--- config.mk ---
export PLATFORM = sky130hd
export DESIGN_NAME = boot_copier
export DESIGN_NICKNAME = d
export VERILOG_FILES = /design/src/rtl/boot_copier_pkg.sv /design/src/rtl/boot_copier_wb_single_access.sv /design/src/rtl/boot_copier.sv
export SDC_FILE = /design/constraint.sdc
export NUM_CORES = 1
export LEC_CHECK = 0
export BUFFER_PORTS_ARGS = -buffer_cell sky130_fd_sc_hd__buf_2
export CORE_ASPECT_RATIO = 1.1
export CORE_UTILIZATION = 30
export CTS_BUF_LIST = sky130_fd_sc_hd__clkbuf_16
export DETAILED_ROUTE_END_ITERATION = 7
export GPL_ROUTABILITY_DRIVEN = 0
export GPL_TIMING_DRIVEN = 0
export SLEW_MARGIN = 0
export SYNTH_ARGS = -nofsm -noshare
export SYNTH_HDL_FRONTEND = slang
export SYNTH_SLANG_ARGS = --single-unit
--- constraint.sdc ---
create_clock -name clk -period 2.4 [get_ports clk]
set_input_delay 0.48 -clock clk [delete_from_list [all_inputs] [get_ports clk]]
set_output_delay 0.48 -clock clk [all_outputs]
set_load 0.1 [all_outputs]
--- src/rtl/boot_copier_pkg.sv ---
// Shared definitions for the boot image copier: FSM encodings, Wishbone
// constants and the word-address helper used by the copy sequencer.
package boot_copier_pkg;

    // Copy sequencer states (3-bit encoding)
    typedef enum logic [2:0] {
        ST_IDLE   = 3'd0,
        ST_RD     = 3'd1,
        ST_RD_GAP = 3'd2,
        ST_WR     = 3'd3,
        ST_WR_GAP = 3'd4,
        ST_DONE   = 3'd5,
        ST_ERR    = 3'd6
    } copy_state_t;

    // Single-access engine states
    typedef enum logic [1:0] {
        ACC_IDLE = 2'd0,
        ACC_STB  = 2'd1,
        ACC_GAP  = 2'd2
    } acc_state_t;

    localparam logic [3:0] WB_SEL_WORD   = 4'hF;
    localparam int         WB_WORD_SHIFT = 2;

    // Byte address of word 'index' above 'base'; wraps modulo 2^32
    function automatic logic [31:0] word_addr(input logic [31:0] base,
                                              input logic [31:0] index);
        return base + (index << WB_WORD_SHIFT);
    endfunction

endpackage

--- src/rtl/boot_copier_wb_single_access.sv ---
// One Wishbone classic access at a time. A request is accepted when idle or
// in the gap cycle; after an ack the strobe is always dropped for one gap
// cycle so edge-detecting slaves see a fresh strobe on the next access.
// The wait counter aborts an access that is not acknowledged in time.
module wb_single_access
    import boot_copier_pkg::*;
#(
    parameter int TIMEOUT = 255
) (
    input  logic        clk,
    input  logic        rst,
    input  logic        go,
    input  logic        go_we,
    input  logic [31:0] go_adr,
    input  logic [31:0] go_dat,
    output logic        fin,
    output logic        tout,
    output logic [31:0] rdata,
    output logic [31:0] wb_adr_o,
    output logic [31:0] wb_dat_o,
    input  logic [31:0] wb_dat_i,
    output logic        wb_we_o,
    output logic [3:0]  wb_sel_o,
    output logic        wb_stb_o,
    input  logic        wb_ack_i
);

    localparam int             TW   = (TIMEOUT < 1) ? 1 : $clog2(TIMEOUT + 1);
    localparam logic [TW-1:0]  TLIM = TW'(TIMEOUT);

    acc_state_t    state;
    acc_state_t    state_next;
    logic [TW-1:0] tcnt;

    // Access state register
    always_ff @(posedge clk) begin
        if (rst) state <= ACC_IDLE;
        else     state <= state_next;
    end

    // Next access state; an ack on the last allowed cycle beats the timeout
    always_comb begin
        state_next = state;
        fin        = 1'b0;
        tout       = 1'b0;
        case (state)
            ACC_IDLE, ACC_GAP: state_next = go ? ACC_STB : ACC_IDLE;
            ACC_STB: begin
                if (wb_ack_i) begin
                    fin        = 1'b1;
                    state_next = ACC_GAP;
                end else if (tcnt == TLIM) begin
                    tout       = 1'b1;
                    state_next = ACC_IDLE;
                end
            end
            default: state_next = ACC_IDLE;
        endcase
    end

    // Registered bus drive and wait counter
    always_ff @(posedge clk) begin
        if (rst) begin
            wb_stb_o <= 1'b0;
            wb_we_o  <= 1'b0;
            wb_sel_o <= '0;
            wb_adr_o <= '0;
            wb_dat_o <= '0;
            tcnt     <= '0;
        end else if (state != ACC_STB && go) begin
            wb_stb_o <= 1'b1;
            wb_we_o  <= go_we;
            wb_sel_o <= WB_SEL_WORD;
            wb_adr_o <= go_adr;
            wb_dat_o <= go_dat;
            tcnt     <= '0;
        end else if (state == ACC_STB) begin
            if (fin || tout) begin
                wb_stb_o <= 1'b0;
                wb_we_o  <= 1'b0;
                wb_sel_o <= '0;
            end else begin
                tcnt <= tcnt + 1'b1;
            end
        end
    end

    // Read data capture on the acknowledged read
    always_ff @(posedge clk) begin
        if (state == ACC_STB && fin && !wb_we_o) rdata <= wb_dat_i;
    end

endmodule

--- src/rtl/boot_copier.sv ---
// Boot image copier: reads WORDS words from SRC_BASE and writes them to
// DST_BASE over Wishbone, holding the CPU in reset until the copy is done.
module boot_copier
    import boot_copier_pkg::*;
#(
    parameter logic [31:0] SRC_BASE   = 32'h0000_0000,
    parameter logic [31:0] DST_BASE   = 32'h0001_0000,
    parameter int          WORDS      = 4096,
    parameter int          TIMEOUT    = 255,
    parameter bit          AUTO_START = 1'b1
) (
    input  logic        clk,
    input  logic        rst,
    input  logic        start,
    output logic        busy,
    output logic        done,
    output logic        err,
    output logic        cpu_hold,
    output logic [31:0] wb_adr_o,
    output logic [31:0] wb_dat_o,
    input  logic [31:0] wb_dat_i,
    output logic        wb_we_o,
    output logic [3:0]  wb_sel_o,
    output logic        wb_stb_o,
    output logic        wb_cyc_o,
    input  logic        wb_ack_i
);

    localparam int            IW       = $clog2(WORDS + 1);
    localparam logic [IW-1:0] LAST_IDX = IW'(WORDS);

    copy_state_t   state;
    copy_state_t   state_next;
    logic [IW-1:0] idx;
    logic          armed;
    logic          restart;
    logic          go;
    logic          go_we;
    logic [31:0]   go_adr;
    logic [31:0]   go_dat;
    logic          fin;
    logic          tout;
    logic [31:0]   rdata;

    wb_single_access #(
        .TIMEOUT (TIMEOUT)
    ) u_access (
        .clk      (clk),
        .rst      (rst),
        .go       (go),
        .go_we    (go_we),
        .go_adr   (go_adr),
        .go_dat   (go_dat),
        .fin      (fin),
        .tout     (tout),
        .rdata    (rdata),
        .wb_adr_o (wb_adr_o),
        .wb_dat_o (wb_dat_o),
        .wb_dat_i (wb_dat_i),
        .wb_we_o  (wb_we_o),
        .wb_sel_o (wb_sel_o),
        .wb_stb_o (wb_stb_o),
        .wb_ack_i (wb_ack_i)
    );

    assign wb_cyc_o = wb_stb_o;
    assign cpu_hold = ~done;

    // Sequencer state register; 'armed' is high only on the first post-reset cycle
    always_ff @(posedge clk) begin
        if (rst) begin
            state <= ST_IDLE;
            armed <= AUTO_START;
        end else begin
            state <= state_next;
            armed <= 1'b0;
        end
    end

    // Sequencer next state: read, gap, write, gap per word
    always_comb begin
        state_next = state;
        case (state)
            ST_IDLE:   if (start || armed) state_next = ST_RD;
            ST_RD:     if (fin) state_next = ST_RD_GAP; else if (tout) state_next = ST_ERR;
            ST_RD_GAP: state_next = ST_WR;
            ST_WR:     if (fin) state_next = ST_WR_GAP; else if (tout) state_next = ST_ERR;
            ST_WR_GAP: state_next = (idx == LAST_IDX) ? ST_DONE : ST_RD;
            ST_DONE,
            ST_ERR:    if (start) state_next = ST_RD;
            default:   state_next = ST_IDLE;
        endcase
    end

    // Access request issued on the edge that enters RD or WR, so the strobe
    // rises together with the sequencer state; a fresh copy starts at word 0
    always_comb begin
        restart = (state_next == ST_RD) && (state != ST_WR_GAP) && (state != ST_RD);
        go      = 1'b0;
        go_we   = 1'b0;
        go_adr  = '0;
        go_dat  = '0;
        if (state_next == ST_RD && state != ST_RD) begin
            go     = 1'b1;
            go_adr = word_addr(SRC_BASE, restart ? 32'd0 : 32'(idx));
        end else if (state_next == ST_WR && state != ST_WR) begin
            go     = 1'b1;
            go_we  = 1'b1;
            go_adr = word_addr(DST_BASE, 32'(idx));
            go_dat = rdata;
        end
    end

    // Word index and registered status flags
    always_ff @(posedge clk) begin
        if (rst) begin
            idx  <= '0;
            busy <= 1'b0;
            done <= 1'b0;
            err  <= 1'b0;
        end else begin
            busy <= state_next inside {ST_RD, ST_RD_GAP, ST_WR, ST_WR_GAP};
            if (restart) begin
                idx  <= '0;
                done <= 1'b0;
                err  <= 1'b0;
            end else begin
                if (state == ST_WR && fin) idx <= idx + 1'b1;
                if (state == ST_DONE) done <= 1'b1;
                if (state == ST_ERR)  err  <= 1'b1;
            end
        end
    end

endmodule

==> impl_results.html <==
<table>
<tr><th>Metric</th><th>Value</th></tr>
<tr><th colspan="2">Power and ir drop</th></tr>
<tr><td>Post-layout total power</td><td>4.310 mW</td></tr>
<tr><td>Power density over the cells</td><td>804.8 mW/mm^2</td></tr>
<tr><td>Internal power</td><td>3.136 mW</td></tr>
<tr><td>Part of the total power dissipated in the clock network</td><td>0.399</td></tr>
<tr><td>Proportion of power drawn by flip-flops and latches</td><td>0.461</td></tr>
<tr><td>Max VDD drop</td><td>413.5 uV</td></tr>
<tr><td>Sw frac</td><td>0.2724</td></tr>
<tr><td>Switching power summed over all nets</td><td>1.174 mW</td></tr>
<tr><td>Logic gate share of total power</td><td>0.141</td></tr>
<tr><td>Leakage Power</td><td>2.218 nW</td></tr>
<tr><th colspan="2">Final layout</th></tr>
<tr><td>Final-layout fill cell count</td><td>1329</td></tr>
<tr><td>Area growth from synthesis to layout</td><td>27.84%</td></tr>
<tr><td>Post-route design area</td><td>0.005355 mm^2</td></tr>
<tr><td>Number of nets at the end of the flow</td><td>499</td></tr>
<tr><td>Most frequent cells in the layout</td><td>99 x sky130_fd_sc_hd__buf_2, 78 x sky130_fd_sc_hd__dfxtp_1, 45 x sky130_fd_sc_hd__a22o_1</td></tr>
<tr><td>Number of antenna cells inserted</td><td>0</td></tr>
<tr><td>Layout cells sized above 1</td><td>0.3720</td></tr>
<tr><td>Most frequent standard cell in the layout excluding fill and tap cells</td><td>sky130_fd_sc_hd__buf_2</td></tr>
<tr><td>Post-route insts no fill</td><td>649</td></tr>
<tr><td>Fin util</td><td>0.3987</td></tr>
<tr><th colspan="2">Synthesis</th></tr>
<tr><td>Sequential fraction of the synthesis area</td><td>0.6022</td></tr>
<tr><td>Avg Inst Size Synth</td><td>12.47 um^2</td></tr>
<tr><td>Most area-hungry cell type in the Yosys netlist</td><td>sky130_fd_sc_hd__dfxtp_1</td></tr>
<tr><td>Cell variety after synth</td><td>51</td></tr>
<tr><td>Most used flip-flop cell after synthesis</td><td>sky130_fd_sc_hd__dfxtp_1</td></tr>
<tr><td>Top area cells in the synthesized netlist</td><td>sky130_fd_sc_hd__dfxtp_1 37%, sky130_fd_sc_hd__edfxtp_1 23%, sky130_fd_sc_hd__a22o_1 9.4%, sky130_fd_sc_hd__buf_4 4.1%, sky130_fd_sc_hd__xnor2_1 2.1%</td></tr>
<tr><td>Share of the synthesized area in the top cell type</td><td>0.3728</td></tr>
<tr><td>Synthesized instance count</td><td>336</td></tr>
<tr><td>Fraction of synthesis flops using an asynchronous set or reset pin</td><td>0</td></tr>
<tr><td>Register bit total from synthesis</td><td>110</td></tr>
<tr><td>Post-synth EDFFs</td><td>32</td></tr>
<tr><td>Synth warnings</td><td>0</td></tr>
<tr><td>Post-synthesis instance area</td><td>0.004189 mm^2</td></tr>
<tr><th colspan="2">Setup path</th></tr>
<tr><td>Endpoint type of the worst setup path</td><td>register</td></tr>
<tr><td>Worst endpoint required time</td><td>2640 ps</td></tr>
<tr><td>Longest individual stage delay on the worst path</td><td>600 ps</td></tr>
<tr><td>Largest driver fanout on the critical path</td><td>10</td></tr>
<tr><td>Family with the most delay on the worst path</td><td>simple AND/OR/NAND/NOR gates</td></tr>
<tr><td>Flop-to-flop setup slack</td><td>120 ps</td></tr>
<tr><td>Worst r2r path cells</td><td>7</td></tr>
<tr><td>Arrival time at the worst endpoint</td><td>2520 ps</td></tr>
<tr><td>Beginning of the worst register-to-register path</td><td>idx[3]</td></tr>
<tr><td>Kind of launch point of the worst setup path</td><td>register</td></tr>
<tr><td>Worst setup path class</td><td>register to register</td></tr>
<tr><td>Critical-path cell list</td><td>or4b_1 &gt; nor4_4 &gt; or3_4 &gt; a2111oi_4 &gt; buf_4 &gt; clkbuf_4 &gt; a22o_1</td></tr>
<tr><td>Cell with the largest stage delay on the worst path</td><td>sky130_fd_sc_hd__or4b_1</td></tr>
<tr><td>Capture point of the worst reg-to-reg path</td><td>u_access.wb_dat_o[5]</td></tr>
<tr><td>Number of buffer and inverter stages on the critical path</td><td>2</td></tr>
<tr><th colspan="2">Detailed routing</th></tr>
<tr><td>Via density per instance</td><td>4.387</td></tr>
<tr><td>Residual antenna-violating net count after detailed routing</td><td>0</td></tr>
<tr><td>First-pass DRT Iterations</td><td>4</td></tr>
<tr><td>Wire length per cell after detailed routing</td><td>12.80 um</td></tr>
<tr><td>Drt drc</td><td>0</td></tr>
<tr><td>Total routed wirelength</td><td>8.304 mm</td></tr>
<tr><td>Drt initial violations</td><td>129</td></tr>
<tr><td>Overall via count from detail_route</td><td>2847</td></tr>
<tr><th colspan="2">STA</th></tr>
<tr><td>Final WS setup</td><td>117.3 ps</td></tr>
<tr><td>Share of the cycle needed by the critical path after routing</td><td>0.9511</td></tr>
<tr><td>Setup violators final</td><td>0</td></tr>
<tr><td>Slew headroom</td><td>0.4148</td></tr>
<tr><td>Number of endpoints with negative hold slack in the final report</td><td>0</td></tr>
<tr><td>Tmin final</td><td>2283 ps</td></tr>
<tr><td>Fmax</td><td>438.1 MHz</td></tr>
<tr><td>Setup TNS after final layout</td><td>0 ps</td></tr>
<tr><td>Clock tree skew after final layout</td><td>7.201 ps</td></tr>
<tr><td>Worst hold slack</td><td>248.8 ps</td></tr>
<tr><td>Total count of max-transition violations in the final report</td><td>0</td></tr>
<tr><td>Worst slew pin tran</td><td>875.8 ps</td></tr>
<tr><td>Unrepaired setup endpoints after global routing</td><td>false</td></tr>
<tr><th colspan="2">CTS</th></tr>
<tr><td>Clk slew on worst S/H paths</td><td>70 ps</td></tr>
<tr><td>CTS H-Tree Depth</td><td>3</td></tr>
<tr><td>Root Buffer</td><td>sky130_fd_sc_hd__clkbuf_16</td></tr>
<tr><td>Clock tree sinks</td><td>110</td></tr>
<tr><td>Maximum clock insertion buffer count</td><td>2</td></tr>
<tr><td>Clock insertion delay at the later pin of the skew report</td><td>350 ps</td></tr>
<tr><td>CTS tree</td><td>built</td></tr>
<tr><td>Number of CTS-inserted buffers</td><td>9</td></tr>
<tr><td>Count of hold buffers inserted by post-cts repair</td><td>0</td></tr>
<tr><th colspan="2">Floorplanning</th></tr>
<tr><td>Y dimension of the die</td><td>125.9 um</td></tr>
<tr><td>Number of top-level pins</td><td>111</td></tr>
<tr><td>Initial Utilization</td><td>0.3118</td></tr>
<tr><td>Horizontal die dimension</td><td>114.7 um</td></tr>
<tr><td>Floorplan die area</td><td>0.01444 mm^2</td></tr>
<tr><td>Std-Cell Core Area</td><td>0.01343 mm^2</td></tr>
<tr><td>Std-Cell Rows</td><td>44</td></tr>
<tr><th colspan="2">Place</th></tr>
<tr><td>Worst-case setup slack after placement</td><td>27.48 ps</td></tr>
<tr><td>Placed instance count</td><td>629</td></tr>
<tr><td>Hpwl dp</td><td>6.126 mm</td></tr>
<tr><td>Area after DPL</td><td>0.004951 mm^2</td></tr>
<tr><td>Number of port buffers</td><td>92</td></tr>
<tr><th colspan="2">Global routing</th></tr>
<tr><td>Wire length of the first global-routing pass</td><td>13.29 mm</td></tr>
<tr><td>Grt ovf</td><td>0</td></tr>
<tr><td>Antenna violations before repair</td><td>0</td></tr>
<tr><td>Largest net degree at the start of global routing</td><td>33</td></tr>
<tr><td>Vias in the first global route</td><td>2687</td></tr>
<tr><td>Global-route total usage across every layer</td><td>0.1191</td></tr>
<tr><th colspan="2">Worst hold path</th></tr>
<tr><td>Hold path depth</td><td>1</td></tr>
<tr><td>Hold path startpoint</td><td>rst</td></tr>
<tr><td>Hold Path Sink</td><td>armed</td></tr>
<tr><td>Hold Crit Class</td><td>primary input to register</td></tr>
<tr><th colspan="2">Job</th></tr>
<tr><td># Max-Cap Violations</td><td>0</td></tr>
<tr><th colspan="2">Outcome</th></tr>
<tr><td>Outcome</td><td>completed</td></tr>
</table>
how the worst max path moves through the flow:
stage | from | end | slack [ps] | depth (start not counted)
6_report | idx[3] | u_access.wb_dat_o[5] | 120 | 7
3_3_place_gp | wb_ack_i | u_access.rdata[26] | -180 | 3
5_1_grt | u_access.tcnt[0] | u_access.wb_dat_o[21] | 2 | 8
3_5_place_dp | rst | u_access.wb_dat_o[27] | 30 | 6
4_1_cts | u_access.tcnt[0] | u_access.wb_dat_o[27] | 20 | 7
2_1_floorplan | done | cpu_hold | 300 | 1
area by class of cell:
class	instances	area, um^2	share of cell area
timing repair buffer	96	490.5	0.09159
inverter	4	15.01	0.002804
clock buffer	9	225.2	0.04206
multi-input combinational	201	1461	0.2729
sequential	110	2522	0.4710
clock inverter	7	131.4	0.02453
tap	184	230.2	0.04299
buffer	38	279.0	0.05210
power groups by stage:
| stage | registers (mW) | clock network [mW] | logic (mW) |
|---|---|---|---|
| floorplan | 2.14 | 0 | 0.384 |
| CTS | 1.99 | 1.75 | 0.601 |
| finish | 1.99 | 1.72 | 0.606 |
| detailed placement | 2.03 | 0 | 0.600 |
| global placement | 2.03 | 0 | 0.594 |
| global route | 1.99 | 1.83 | 0.634 |
what timing repair did:
action                                  4_1_cts  5_1_grt
endpoints found under the setup margin        0       41
buffers inserted                              0        4
gates resized for setup                       0        4
cells by family after synthesis:
| family | Yosys count | synth area share |
|---|---|---|
| DFF | 110 | 0.6022 |
| and+or+nand+nor | 90 | 0.1302 |
| AOI/OAI and AO/OA | 68 | 0.1416 |
| buffers and inverters | 42 | 0.06959 |
| xor gates and xnor gates | 20 | 0.04181 |
| adders and majority gates | 3 | 0.008962 |
| muxes | 2 | 0.004779 |
| other | 1 | 0.0008952 |
registers in the layout, indices dropped and copies added (netlist names):
name,cells
armed,1
busy,1
done,1
err,1
idx,13
state,3
u_access.rdata,32
u_access.state,2
u_access.tcnt,8
u_access.wb_adr_o,14
u_access.wb_dat_o,32
u_access.wb_sel_o,1
u_access.wb_we_o,1
worst reg2reg max path, stage by stage, from the launching register on:
cell                        delay [ps]
sky130_fd_sc_hd__dfxtp_1           370
sky130_fd_sc_hd__or4b_1            600
sky130_fd_sc_hd__nor4_4            390
sky130_fd_sc_hd__or3_4             220
sky130_fd_sc_hd__a2111oi_4          40
sky130_fd_sc_hd__buf_4             180
sky130_fd_sc_hd__clkbuf_4          190
sky130_fd_sc_hd__a22o_1            190
cells in the mapped netlist (2+ instances only):
library cell and count:
sky130_fd_sc_hd__dfxtp_1 78, sky130_fd_sc_hd__a22o_1 45, sky130_fd_sc_hd__edfxtp_1 32, sky130_fd_sc_hd__buf_4 23
sky130_fd_sc_hd__nor2_1 20, sky130_fd_sc_hd__nor3_1 12, sky130_fd_sc_hd__nor2_2 10, sky130_fd_sc_hd__xnor2_1 10
sky130_fd_sc_hd__xor2_1 10, sky130_fd_sc_hd__buf_2 8, sky130_fd_sc_hd__nand2_1 8, sky130_fd_sc_hd__nand4_1 6
sky130_fd_sc_hd__a21oi_1 5, sky130_fd_sc_hd__buf_6 5, sky130_fd_sc_hd__nand2b_1 5, sky130_fd_sc_hd__nand3_1 5
sky130_fd_sc_hd__inv_1 4, sky130_fd_sc_hd__nand3b_1 4, sky130_fd_sc_hd__a21o_1 3, sky130_fd_sc_hd__ha_1 3
sky130_fd_sc_hd__nor4_1 3, sky130_fd_sc_hd__a211o_1 2, sky130_fd_sc_hd__and3_1 2, sky130_fd_sc_hd__and4_1 2
sky130_fd_sc_hd__clkbuf_1 2, sky130_fd_sc_hd__mux2i_1 2, sky130_fd_sc_hd__nor4_4 2, sky130_fd_sc_hd__or4_1 2
per-layer routing:
layer | wire length (um) | track usage | up-vias | share of wire
met1 | 3875 | 0.1510 | 1295 | 0.47
met2 | 3685 | 0.1797 | 93 | 0.44
met4 | 161 | 0.05959 | 0 | 0.019
li1 | - | - | 1442 | -
met5 | 0 | 0 | - | 0
met3 | 582 | 0.04090 | 17 | 0.070
No activity file was read; power rests on OpenSTA's default activity.
